===== config.mk =====
export PLATFORM = sky130hd
export DESIGN_NAME = pwm_capture
export DESIGN_NICKNAME = d
export VERILOG_FILES = /design/src/rtl/pwm_capture.sv
export SDC_FILE = /design/constraint.sdc
export NUM_CORES = 1
export LEC_CHECK = 0
export CELL_PAD_IN_SITES_DETAIL_PLACEMENT = 1
export CELL_PAD_IN_SITES_GLOBAL_PLACEMENT = 1
export CORE_UTILIZATION = 46
export CTS_BUF_LIST = sky130_fd_sc_hd__clkbuf_16
export CTS_CLUSTER_DIAMETER = 120
export CTS_CLUSTER_SIZE = 20
export DETAILED_ROUTE_END_ITERATION = 8
export GPL_TIMING_DRIVEN = 1
export PLACE_DENSITY_LB_ADDON = 0.1
export SYNTH_ARGS = -nofsm -noshare
export SYNTH_HDL_FRONTEND = slang
export SYNTH_SLANG_ARGS = --single-unit

===== constraint.sdc =====
create_clock -name clk -period 4.1 [get_ports clk]
set_clock_uncertainty 0.05 [all_clocks]
set_input_delay 0.82 -clock clk [delete_from_list [all_inputs] [get_ports clk]]
set_output_delay 0.82 -clock clk [all_outputs]
set_load 0.03 [all_outputs]

===== src/rtl/pwm_capture.sv =====
// pwm_capture: measures the high time and period of an asynchronous PWM input and
// flags a line held at one level for longer than TIMEOUT cycles.
module pwm_capture #(
    parameter int unsigned   CW      = 8,
    parameter logic [CW-1:0] TIMEOUT = CW'(100)
) (
    input  logic          clk,
    input  logic          rst,
    input  logic          en,
    input  logic          pwm_in,
    output logic [CW-1:0] high_time,
    output logic [CW-1:0] period,
    output logic          meas_valid,
    output logic          stuck_hi,
    output logic          stuck_lo
);

    typedef enum logic [1:0] {
        S_IDLE = 2'd0,
        S_HIGH = 2'd1,
        S_LOW  = 2'd2
    } state_e;

    state_e state_q, state_d;

    logic sync1_q, sync1_d;
    logic s_q, s_d;
    logic s_prev_q, s_prev_d;

    logic [CW-1:0] hi_cnt_q, hi_cnt_d;
    logic [CW-1:0] lo_cnt_q, lo_cnt_d;
    logic [CW-1:0] high_time_q, high_time_d;
    logic [CW-1:0] period_q, period_d;
    logic          meas_valid_q, meas_valid_d;
    logic          stuck_hi_q, stuck_hi_d;
    logic          stuck_lo_q, stuck_lo_d;

    logic rise;
    logic fall;
    logic hi_at_limit;
    logic lo_at_limit;

    // Two-stage synchronizer plus one-cycle delay for edge detection
    always_comb begin
        sync1_d  = pwm_in;
        s_d      = sync1_q;
        s_prev_d = s_q;
    end

    assign rise        = s_q & ~s_prev_q;
    assign fall        = ~s_q & s_prev_q;
    assign hi_at_limit = (hi_cnt_q >= TIMEOUT);
    assign lo_at_limit = (lo_cnt_q >= TIMEOUT);

    // State register
    always_ff @(posedge clk) begin
        if (rst) begin
            state_q <= S_IDLE;
        end else begin
            state_q <= state_d;
        end
    end

    // Next-state logic; an edge always takes precedence over a timeout
    always_comb begin
        state_d = state_q;
        if (!en) begin
            state_d = S_IDLE;
        end else begin
            case (state_q)
                S_IDLE: begin
                    if (rise) state_d = S_HIGH;
                end
                S_HIGH: begin
                    if (fall) state_d = S_LOW;
                    else if (hi_at_limit) state_d = S_IDLE;
                end
                S_LOW: begin
                    if (rise) state_d = S_HIGH;
                    else if (lo_at_limit) state_d = S_IDLE;
                end
                default: state_d = S_IDLE;
            endcase
        end
    end

    // Counters, measurement registers and stuck flags
    always_comb begin
        hi_cnt_d     = hi_cnt_q;
        lo_cnt_d     = lo_cnt_q;
        high_time_d  = high_time_q;
        period_d     = period_q;
        meas_valid_d = 1'b0;
        stuck_hi_d   = stuck_hi_q;
        stuck_lo_d   = stuck_lo_q;

        if (!en) begin
            hi_cnt_d   = '0;
            lo_cnt_d   = '0;
            stuck_hi_d = 1'b0;
            stuck_lo_d = 1'b0;
        end else begin
            if (rise || fall) begin
                stuck_hi_d = 1'b0;
                stuck_lo_d = 1'b0;
            end
            case (state_q)
                S_IDLE: begin
                    hi_cnt_d = rise ? CW'(1) : '0;
                    lo_cnt_d = '0;
                end
                S_HIGH: begin
                    if (fall) begin
                        lo_cnt_d = CW'(1);
                    end else if (!hi_at_limit) begin
                        hi_cnt_d = hi_cnt_q + CW'(1);
                    end else begin
                        stuck_hi_d = 1'b1;
                        stuck_lo_d = 1'b0;
                        hi_cnt_d   = '0;
                        lo_cnt_d   = '0;
                    end
                end
                S_LOW: begin
                    if (rise) begin
                        high_time_d  = hi_cnt_q;
                        period_d     = hi_cnt_q + lo_cnt_q;
                        meas_valid_d = 1'b1;
                        hi_cnt_d     = CW'(1);
                        lo_cnt_d     = '0;
                    end else if (!lo_at_limit) begin
                        lo_cnt_d = lo_cnt_q + CW'(1);
                    end else begin
                        stuck_lo_d = 1'b1;
                        stuck_hi_d = 1'b0;
                        hi_cnt_d   = '0;
                        lo_cnt_d   = '0;
                    end
                end
                default: begin
                    hi_cnt_d = '0;
                    lo_cnt_d = '0;
                end
            endcase
        end
    end

    // Datapath registers
    always_ff @(posedge clk) begin
        if (rst) begin
            sync1_q      <= 1'b0;
            s_q          <= 1'b0;
            s_prev_q     <= 1'b0;
            hi_cnt_q     <= '0;
            lo_cnt_q     <= '0;
            high_time_q  <= '0;
            period_q     <= '0;
            meas_valid_q <= 1'b0;
            stuck_hi_q   <= 1'b0;
            stuck_lo_q   <= 1'b0;
        end else begin
            sync1_q      <= sync1_d;
            s_q          <= s_d;
            s_prev_q     <= s_prev_d;
            hi_cnt_q     <= hi_cnt_d;
            lo_cnt_q     <= lo_cnt_d;
            high_time_q  <= high_time_d;
            period_q     <= period_d;
            meas_valid_q <= meas_valid_d;
            stuck_hi_q   <= stuck_hi_d;
            stuck_lo_q   <= stuck_lo_d;
        end
    end

    assign high_time  = high_time_q;
    assign period     = period_q;
    assign meas_valid = meas_valid_q;
    assign stuck_hi   = stuck_hi_q;
    assign stuck_lo   = stuck_lo_q;

endmodule


==> results.yml, run 1 <==
run_status:
  status: "finished, final reports clean"
clock_network:
  cts_tree: "yes"
  clockBufferDepth: 2
  cts.sinks: 40
  postCtsHoldBufs: 0
  cts_resized: 0
  cts_made_buffers: 5
  clkSlewWorstSetupHoldPaths_ps: 60
  clk_latency_ps: 280
  ctsRootBufferMaster: "clkbuf_16"
  post-cts-setup-buffers: 0
  h-tree-depth: 2
synthesis:
  yosys.area_share.simple_pct: 23.1
  synth-edff-count: 0
  synth_mux_area_share_pct: 0
  synth_top_family_by_area: "compound AO/OA/AOI/OAI gates"
  synth_fa_ha_area_share_pct: 10.7
  synth_top_cell_by_area: "dfxtp_1"
  synth-compound-area-share_pct: 24.0
  postSynthCellCount: 272
  postSynthAreaPerCell_um2: 8.41
  synth_top_area_share_pct: 35.0
  ys.flop_type: "dfxtp_1"
  synth-seq-area-share_pct: 35.0
  syn-num-nets: 295
  synth_xor_area_share_pct: 1.53
  yosysWarnings: 0
  ys_seq_elements: 40
  syn_area_mm2: 0.00229
  ys_types: 56
  async_flop_share_pct: 0
  synthTopCellsByArea: "dfxtp_1 (35%), ha_1 (9.8%), a21oi_1 (7.0%), nand2_1 (5.9%), o21ai_0 (2.8%)"
timing:
  max_freq_mhz: 380
  finalSetupTns_ps: 0
  finalSetupViolations: 0
  min_period_ps: 2630
  slew_viol_final: 0
  max_slew_margin_pct: 54.7
  tightest_slew_ps: 678
  hold_viol: 0
  fin_crit_sh_pct: 64.3
  rsz0062_at_grt: "no"
critical_path:
  start_kind: "input port"
  cp.arrival_ps: 2790
  rr_worst_depth: 6
  crit_path_end_kind: "flop"
  critPathKind: "in -> reg"
  rr_endpoint: "state_q[0]"
  crit_path_max_fanout: 23
  crit-reg2reg-launch: "state_q[0]"
  worstPathRequired_ps: 4250
  r2r_slack_ps: 2040
layout:
  drive_gt1_share_pct: 4.83
  layout_commonest_cell: "dfxtp_1"
  fillers: 590
  final_nets: 313
  syn_to_final_growth_pct: 16.5
  final_cells: 357
  postLayoutCoreUtil_pct: 56.1
  antennaDiodeCount: 0
  mostFrequentLayoutCells: "dfxtp_1 (40), nand2_1 (36), a21oi_1 (32)"
place:
  dp_hpwl_um: 4140
  routabilityCongestion: 0.847
  place_inst: 350
  portBuffers: 22
floorplan:
  ioPinCount: 23
  dieArea_mm2: 0.00526
  die_w_um: 72.5
  start_util_pct: 48.1
  coreArea_mm2: 0.00475
  fp-row-count: 25
  die_h_um: 72.5
grt:
  grt_max_degree: 24
  first_global_vias: 1956
  antenna_found_initial: 0
  grt_pass1_wl_um: 9920
  grt_use_total_pct: 24.7
  grt_overflow: 0
hold_path:
  hold_class: "reg -> reg"
  holdPathStages: 2
  hold_path_end: "high_time[1]"
  min_from: "high_time[1]"
power:
  p_per_area_mw_per_mm2: 294
  p_sw_mw: 0.165
  power_frac_clock_pct: 46.6
  cellInternalPower_mw: 0.618
  p_seq_share_pct: 50.1
  p_total_mw: 0.784
  total_leakage_power_nw: 0.964
  swShare_pct: 21.1
  combPwrFrac_pct: 3.3
  ir_worst_vdd_mv: 0.189
routing:
  post_drt_via_cell_ratio: 5.80
  wire_per_inst_um: 16.3
  antenna_left: 0
  drt_iter0_drc: 95
  vias: 2069
  wl_um: 5830
  dr.pass1.iters: 4
  drcViolationCount: 0
job:
  maxCapViolCount: 0
-- layout make-up --
cell class | instances | area, um^2 | area share (%)
multi-input cells | 205 | 1360 | 51.0
flip-flops and latches | 40 | 801 | 30.0
repair buffers | 24 | 235 | 8.83
clock buffers | 5 | 125 | 4.69
well taps | 67 | 83.8 | 3.15
inverters | 14 | 52.6 | 1.97
clock inverters | 2 | 8.76 | 0.329
-- sequential cells by signal, summed over array words and instances, names as in the netlist --
| signal | count |
|---|---|
| state_q | 2 |
| period | 8 |
| lo_cnt_q | 8 |
| high_time | 8 |
| s_prev_d | 1 |
| meas_valid | 1 |
| s_prev_q | 1 |
| stuck_lo | 1 |
| s_d | 1 |
| hi_cnt_q | 8 |
| stuck_hi | 1 |
-- through the flow --
step | instance area (um^2) | setup WS, ps | hold WS [ps]
2_1_floorplan | 2290 | 2220 | 364
3_3_place_gp | 2530 | 1260 | 388
3_5_place_dp | 2530 | 1180 | 395
4_1_cts | 2670 | 1460 | 404
5_1_grt | 2670 | 1250 | 420
6_report | 2670 | 1470 | 402
-- cell families after synthesis --
group	Yosys count
and+or+nand+nor	100
AOI/OAI and AO/OA	82
DFF	40
buffers and inverters	27
adders and majority gates	19
xor gates and xnor gates	4
-- metal layers --
layer,share of wire (%),routed length (um),track usage (%)
met5,0,0,0
met4,1.1,63,6.97
met3,2.8,163,4.86
met2,46,2680,38.6
met1,50,2920,34.5
-- how the worst max path moves through the flow --
stage | start | to | slack [ps] | depth (start not counted)
2_1_floorplan | rst | hi_cnt_q[2] | 2220 | 6
3_3_place_gp | rst | hi_cnt_q[2] | 1260 | 6
3_5_place_dp | rst | hi_cnt_q[2] | 1180 | 6
4_1_cts | rst | hi_cnt_q[2] | 1460 | 6
5_1_grt | rst | hi_cnt_q[3] | 1250 | 6
6_report | rst | hi_cnt_q[2] | 1470 | 6
-- synthesized netlist by cell type (3+ instances only) --
cell type / instances
and3_1: 4
nor2_1: 10
dfxtp_1: 40
nand3b_1: 3
buf_4: 3
o21ai_0: 13
ha_1: 18
nand4_1: 3
o31ai_1: 3
o21ai_1: 3
clkbuf_1: 6
a21oi_1: 32
inv_1: 14
a211oi_1: 3
a31oi_1: 5
xnor2_1: 3
nand2_1: 36
nor3_1: 8
or3_1: 5
nor2b_1: 4
nand3_1: 11
-- critical path, stage by stage --
cell and delay, ps:
clkdlybuf4s50_1 390, buf_4 210, nand2b_1 370, nor2_1 620, a41oi_1 210, a31oi_1 170
-- power groups by stage --
stage	logic, mW	clock network, mW	registers (mW)
2_1_floorplan	0.0174	0	0.400
3_3_place_gp	0.0252	0	0.401
3_5_place_dp	0.0256	0	0.401
4_1_cts	0.0259	0.371	0.392
5_1_grt	0.0286	0.387	0.392
6_report	0.0259	0.365	0.392
Power figures use the tool's default switching activity.
==> run 2, diff against run 1 <==
--- a/config.mk
+++ b/config.mk
@@ -7,7 +7,7 @@
 export LEC_CHECK = 0
 export CELL_PAD_IN_SITES_DETAIL_PLACEMENT = 1
 export CELL_PAD_IN_SITES_GLOBAL_PLACEMENT = 1
-export CORE_UTILIZATION = 46
+export CORE_UTILIZATION = 43
 export CTS_BUF_LIST = sky130_fd_sc_hd__clkbuf_16
 export CTS_CLUSTER_DIAMETER = 120
 export CTS_CLUSTER_SIZE = 20
==> constraint.sdc (replaced) <==
create_clock -name clk -period 2.5 [get_ports clk]
set_clock_uncertainty 0.05 [all_clocks]
set_input_delay 0.5 -clock clk [delete_from_list [all_inputs] [get_ports clk]]
set_output_delay 0.5 -clock clk [all_outputs]
set_load 0.03 [all_outputs]
==> results.yml, run 2 (same netlist as run 1, synthesis figures left out) <==
power:
  p_total_mw: 1.42
  total_leakage_power_nw: 1.02
  ir_worst_vdd_mv: 0.353
  p_per_area_mw_per_mm2: 513
floorplan:
  fp-row-count: 26
  ioPinCount: 23
  dieArea_mm2: 0.00562
  start_util_pct: 44.8
  coreArea_mm2: 0.00511
  die_w_um: 75.0
  die_h_um: 75.0
clock_network:
  cts_resized: 0
  ctsRootBufferMaster: "clkbuf_16"
  clk_latency_ps: 280
  clockBufferDepth: 2
  post-cts-setup-buffers: 0
  postCtsHoldBufs: 0
  cts_tree: "yes"
  cts.sinks: 40
  clkSlewWorstSetupHoldPaths_ps: 60
  h-tree-depth: 2
  cts_made_buffers: 5
timing:
  tightest_slew_ps: 562
  finalSetupViolations: 0
  max_slew_margin_pct: 62.4
  hold_slack_ps: 406
  hold_viol: 0
  min_period_ps: 2090
  finalSetupTns_ps: 0
  max_freq_mhz: 479
  fin_crit_sh_pct: 83.4
  slew_viol_final: 0
  rsz0062_at_grt: "no"
layout:
  mostFrequentLayoutCells: "dfxtp_1 (40), nand2_1 (36), a21oi_1 (32)"
  antennaDiodeCount: 0
  postLayoutCoreUtil_pct: 54.1
  drive_gt1_share_pct: 7.69
  final_nets: 321
  syn_to_final_growth_pct: 20.7
  layout_commonest_cell: "dfxtp_1"
critical_path:
  path_cells: "inv_1 > ha_1 > or3b_1 > o22ai_2 > or4_1 > a21oi_1"
  crit_path_end_kind: "flop"
  critPathKind: "reg -> reg"
  crit_buf_inv: 1
  crit_path_max_fanout: 9
  cp.depth: 6
  path_delay_family: "simple AND/OR/NAND/NOR gates"
  start_kind: "flop"
  r2r_slack_ps: 410
  cp.arrival_ps: 2240
  max_stage_delay_ps: 500
  rr_worst_depth: 6
  cp_slowest_cell: "or4_1"
  worstPathRequired_ps: 2650
grt:
  antenna_found_initial: 0
  grt_overflow: 0
  grt_use_total_pct: 24.4
  first_global_vias: 2095
  grt_max_degree: 20
  grt_pass1_wl_um: 10200
routing:
  top_layer: "met4"
  route.met2.wl_um: 2970
  vias: 2133
  route.met3.wl_um: 265
  wire_per_inst_um: 17.2
  drt_iter0_drc: 102
  antenna_left: 0
  post_drt_via_cell_ratio: 5.78
  dr.pass1.iters: 4
  drcViolationCount: 0
  met1_length_um: 3000
  wl_um: 6350
place:
  dp_hpwl_um: 4570
  portBuffers: 22
  routabilityCongestion: 0.839
hold_path:
  holdPathStages: 2
  hold_class: "reg -> reg"
job:
  maxCapViolCount: 0
run_status:
  status: "finished, final reports clean"
[run 2: cell count changes in the layout (fill, tap and decap cells not counted), sizes merged]
cell,change
buf,+8
bufinv,+1
clkinv,+1
inv,-1
[run 2: final timing paths]
kind | start | end
worst min register to register | period[3] | period[3]
worst max-delay path | state_q[0] | state_q[0]
worst min-delay path | period[3] | period[3]
worst max register to register | state_q[0] | state_q[0]
[run 2: report_power, final]
part	switching [mW]	internal [mW]	leakage [nW]
registers	0.00255	0.640	0.323
clock network	0.260	0.469	0.0814
logic	0.0291	0.0168	0.612
total	0.291	1.13	1.02
[run 2: tightest hold or removal path: stages, from the launching register on]
cell and delay [ps]:
dfxtp_1 310, nand2_1 50, a21oi_1 50
[run 2: area by class of cell]
type,count,area (um^2)
Fill cell,635,2340
Tap cell,70,87.6
Clock inverter,3,42.5
Inverter,14,52.6
Timing Repair Buffer,32,295
Sequential cell,40,801
Multi-Input combinational cell,205,1360
Clock buffer,5,125
[run 2: per-stage QoR]
stage               setup WS [ps]  area (um^2)  cells
floorplan                     727         2290    272
global placement              445         2590    361
detailed placement            402         2590    361
CTS                           404         2760    369
global route                  302         2760    369
finish                        414         2760    369
[run 2: metal layers]
layer / track usage, % / up-vias
met5: 0 / -
met4: 8.60 / 0
met3: 4.69 / 11
met2: 40.2 / 44
met1: 31.8 / 1028
li1: - / 1050
==> run 3, diff against run 2 <==
--- a/config.mk
+++ b/config.mk
@@ -7,7 +7,7 @@
 export LEC_CHECK = 0
 export CELL_PAD_IN_SITES_DETAIL_PLACEMENT = 1
 export CELL_PAD_IN_SITES_GLOBAL_PLACEMENT = 1
-export CORE_UTILIZATION = 43
+export CORE_UTILIZATION = 38
 export CTS_BUF_LIST = sky130_fd_sc_hd__clkbuf_16
 export CTS_CLUSTER_DIAMETER = 120
 export CTS_CLUSTER_SIZE = 20
==> constraint.sdc (replaced) <==
create_clock -name clk -period 1.9 [get_ports clk]
set_clock_uncertainty 0.05 [all_clocks]
set_input_delay 0.38 -clock clk [delete_from_list [all_inputs] [get_ports clk]]
set_output_delay 0.38 -clock clk [all_outputs]
set_load 0.03 [all_outputs]
==> results.yml, run 3 (same netlist as run 1, synthesis figures left out) <==
grt:
  grt_use_total_pct: 22.7
  grt_pass1_wl_um: 11000
  antenna_found_initial: 0
  grt_overflow: 0
  grt_max_degree: 20
  first_global_vias: 2197
power:
  total_leakage_power_nw: 1.15
  ir_worst_vdd_mv: 0.363
  p_per_area_mw_per_mm2: 581
  p_total_mw: 1.72
timing:
  rsz0062_at_grt: "no"
  fin_crit_sh_pct: 97.2
  finalSetupTns_ps: 0
  tightest_slew_ps: 427
  finalSetupViolations: 0
  slew_viol_final: 0
  hold_viol: 0
  fin_ws_ps: 52.6
  max_slew_margin_pct: 71.5
  max_freq_mhz: 541
  min_period_ps: 1850
critical_path:
  worstPathRequired_ps: 2030
  critPathKind: "reg -> reg"
  rr_worst_depth: 6
  cp.arrival_ps: 1970
  rr_endpoint: "period[4]"
  r2r_slack_ps: 50
  crit_start: "hi_cnt_q[0]"
  endpoint: "period[4]"
  start_kind: "flop"
  crit_path_max_fanout: 2
  crit-reg2reg-launch: "hi_cnt_q[0]"
  crit_path_end_kind: "flop"
routing:
  wl_um: 6660
  drcViolationCount: 0
  drt_iter0_drc: 96
  post_drt_via_cell_ratio: 5.65
  dr.pass1.iters: 4
  wire_per_inst_um: 16.8
  antenna_left: 0
  vias: 2245
floorplan:
  coreArea_mm2: 0.00564
  die_h_um: 79.6
  die_w_um: 79.6
  start_util_pct: 40.6
  ioPinCount: 23
  dieArea_mm2: 0.00634
  fp-row-count: 27
clock_network:
  cts_made_buffers: 5
  clockBufferDepth: 2
  clkSlewWorstSetupHoldPaths_ps: 60
  cts_tree: "yes"
  cts.sinks: 40
  postCtsHoldBufs: 0
  ctsRootBufferMaster: "clkbuf_16"
  h-tree-depth: 2
  clk_latency_ps: 280
run_status:
  status: "finished, final reports clean"
layout:
  antennaDiodeCount: 0
  final_nets: 348
  layout_commonest_cell: "dfxtp_1"
  drive_gt1_share_pct: 17.2
  mostFrequentLayoutCells: "dfxtp_1 (39), buf_4 (37), nand2_1 (36)"
  fillers: 684
  syn_to_final_growth_pct: 29.3
  postLayoutCoreUtil_pct: 52.4
place:
  detailedPlace.worstSlack_ps: -27.5
  dp_hpwl_um: 4870
  routabilityCongestion: 0.808
  portBuffers: 22
job:
  maxCapViolCount: 0
hold_path:
  hold_class: "reg -> reg"
==> run 3: layout make-up <==
cell class                 instances  area (um^2)  share of cell area (%)
multi-input combinational        205         1380                    46.7
sequential                        40          802                    27.1
timing repair buffer              59          498                    16.8
clock buffer                       5          125                    4.23
tap                               72         90.1                    3.05
inverter                          14         52.6                    1.78
clock inverter                     2         8.76                   0.296
==> run 3: report_power, final <==
group          switching, mW  internal (mW)  total [mW]  leakage (nW)
combinational         0.0428         0.0358      0.0786         0.754
clock                  0.325          0.472       0.796        0.0709
sequential           0.00194          0.843       0.845         0.323
total                  0.369           1.35        1.72          1.15
==> run 3: worst min path at each step <==
stage	depth (start not counted)	to	slack (ps)	start
after floorplan	1	s_prev_d	360	s_d
after global placement	1	s_prev_d	380	s_d
after detailed placement	1	s_prev_d	390	s_d
after CTS	1	s_prev_d	400	s_d
after global routing	2	period[1]	410	period[1]
final	1	s_prev_d	400	s_d
==> run 3: what timing repair did <==
item | in CTS | in global routing
pin swaps | 1 | 0
buffers inserted | 4 | 1
gates resized for setup | 1 | 6
setup endpoints to repair | 5 | 4
==> run 3: worst max-delay path: stages (launching register included) <==
cell     delay, ps
dfxtp_1        310
ha_1           220
fa_1           410
a21o_1         210
a21oi_1        250
xnor2_1        130
a21o_1         160
==> run 3: metal layers <==
metal  global-route usage, %  wire, um  share of wire, %
met5                       0         0                 0
met3                    3.31       201               3.0
met2                    37.9      3180                48
met1                    29.7      3150                47
met4                    7.27       128               1.9
==> run 3: per-stage QoR <==
stage / area [um^2] / instances / hold slack (ps)
floorplan: 2290 / 272 / 364
global placement: 2760 / 385 / 378
detailed placement: 2760 / 385 / 391
CTS: 2930 / 396 / 403
global route: 2960 / 397 / 415
finish: 2960 / 397 / 399
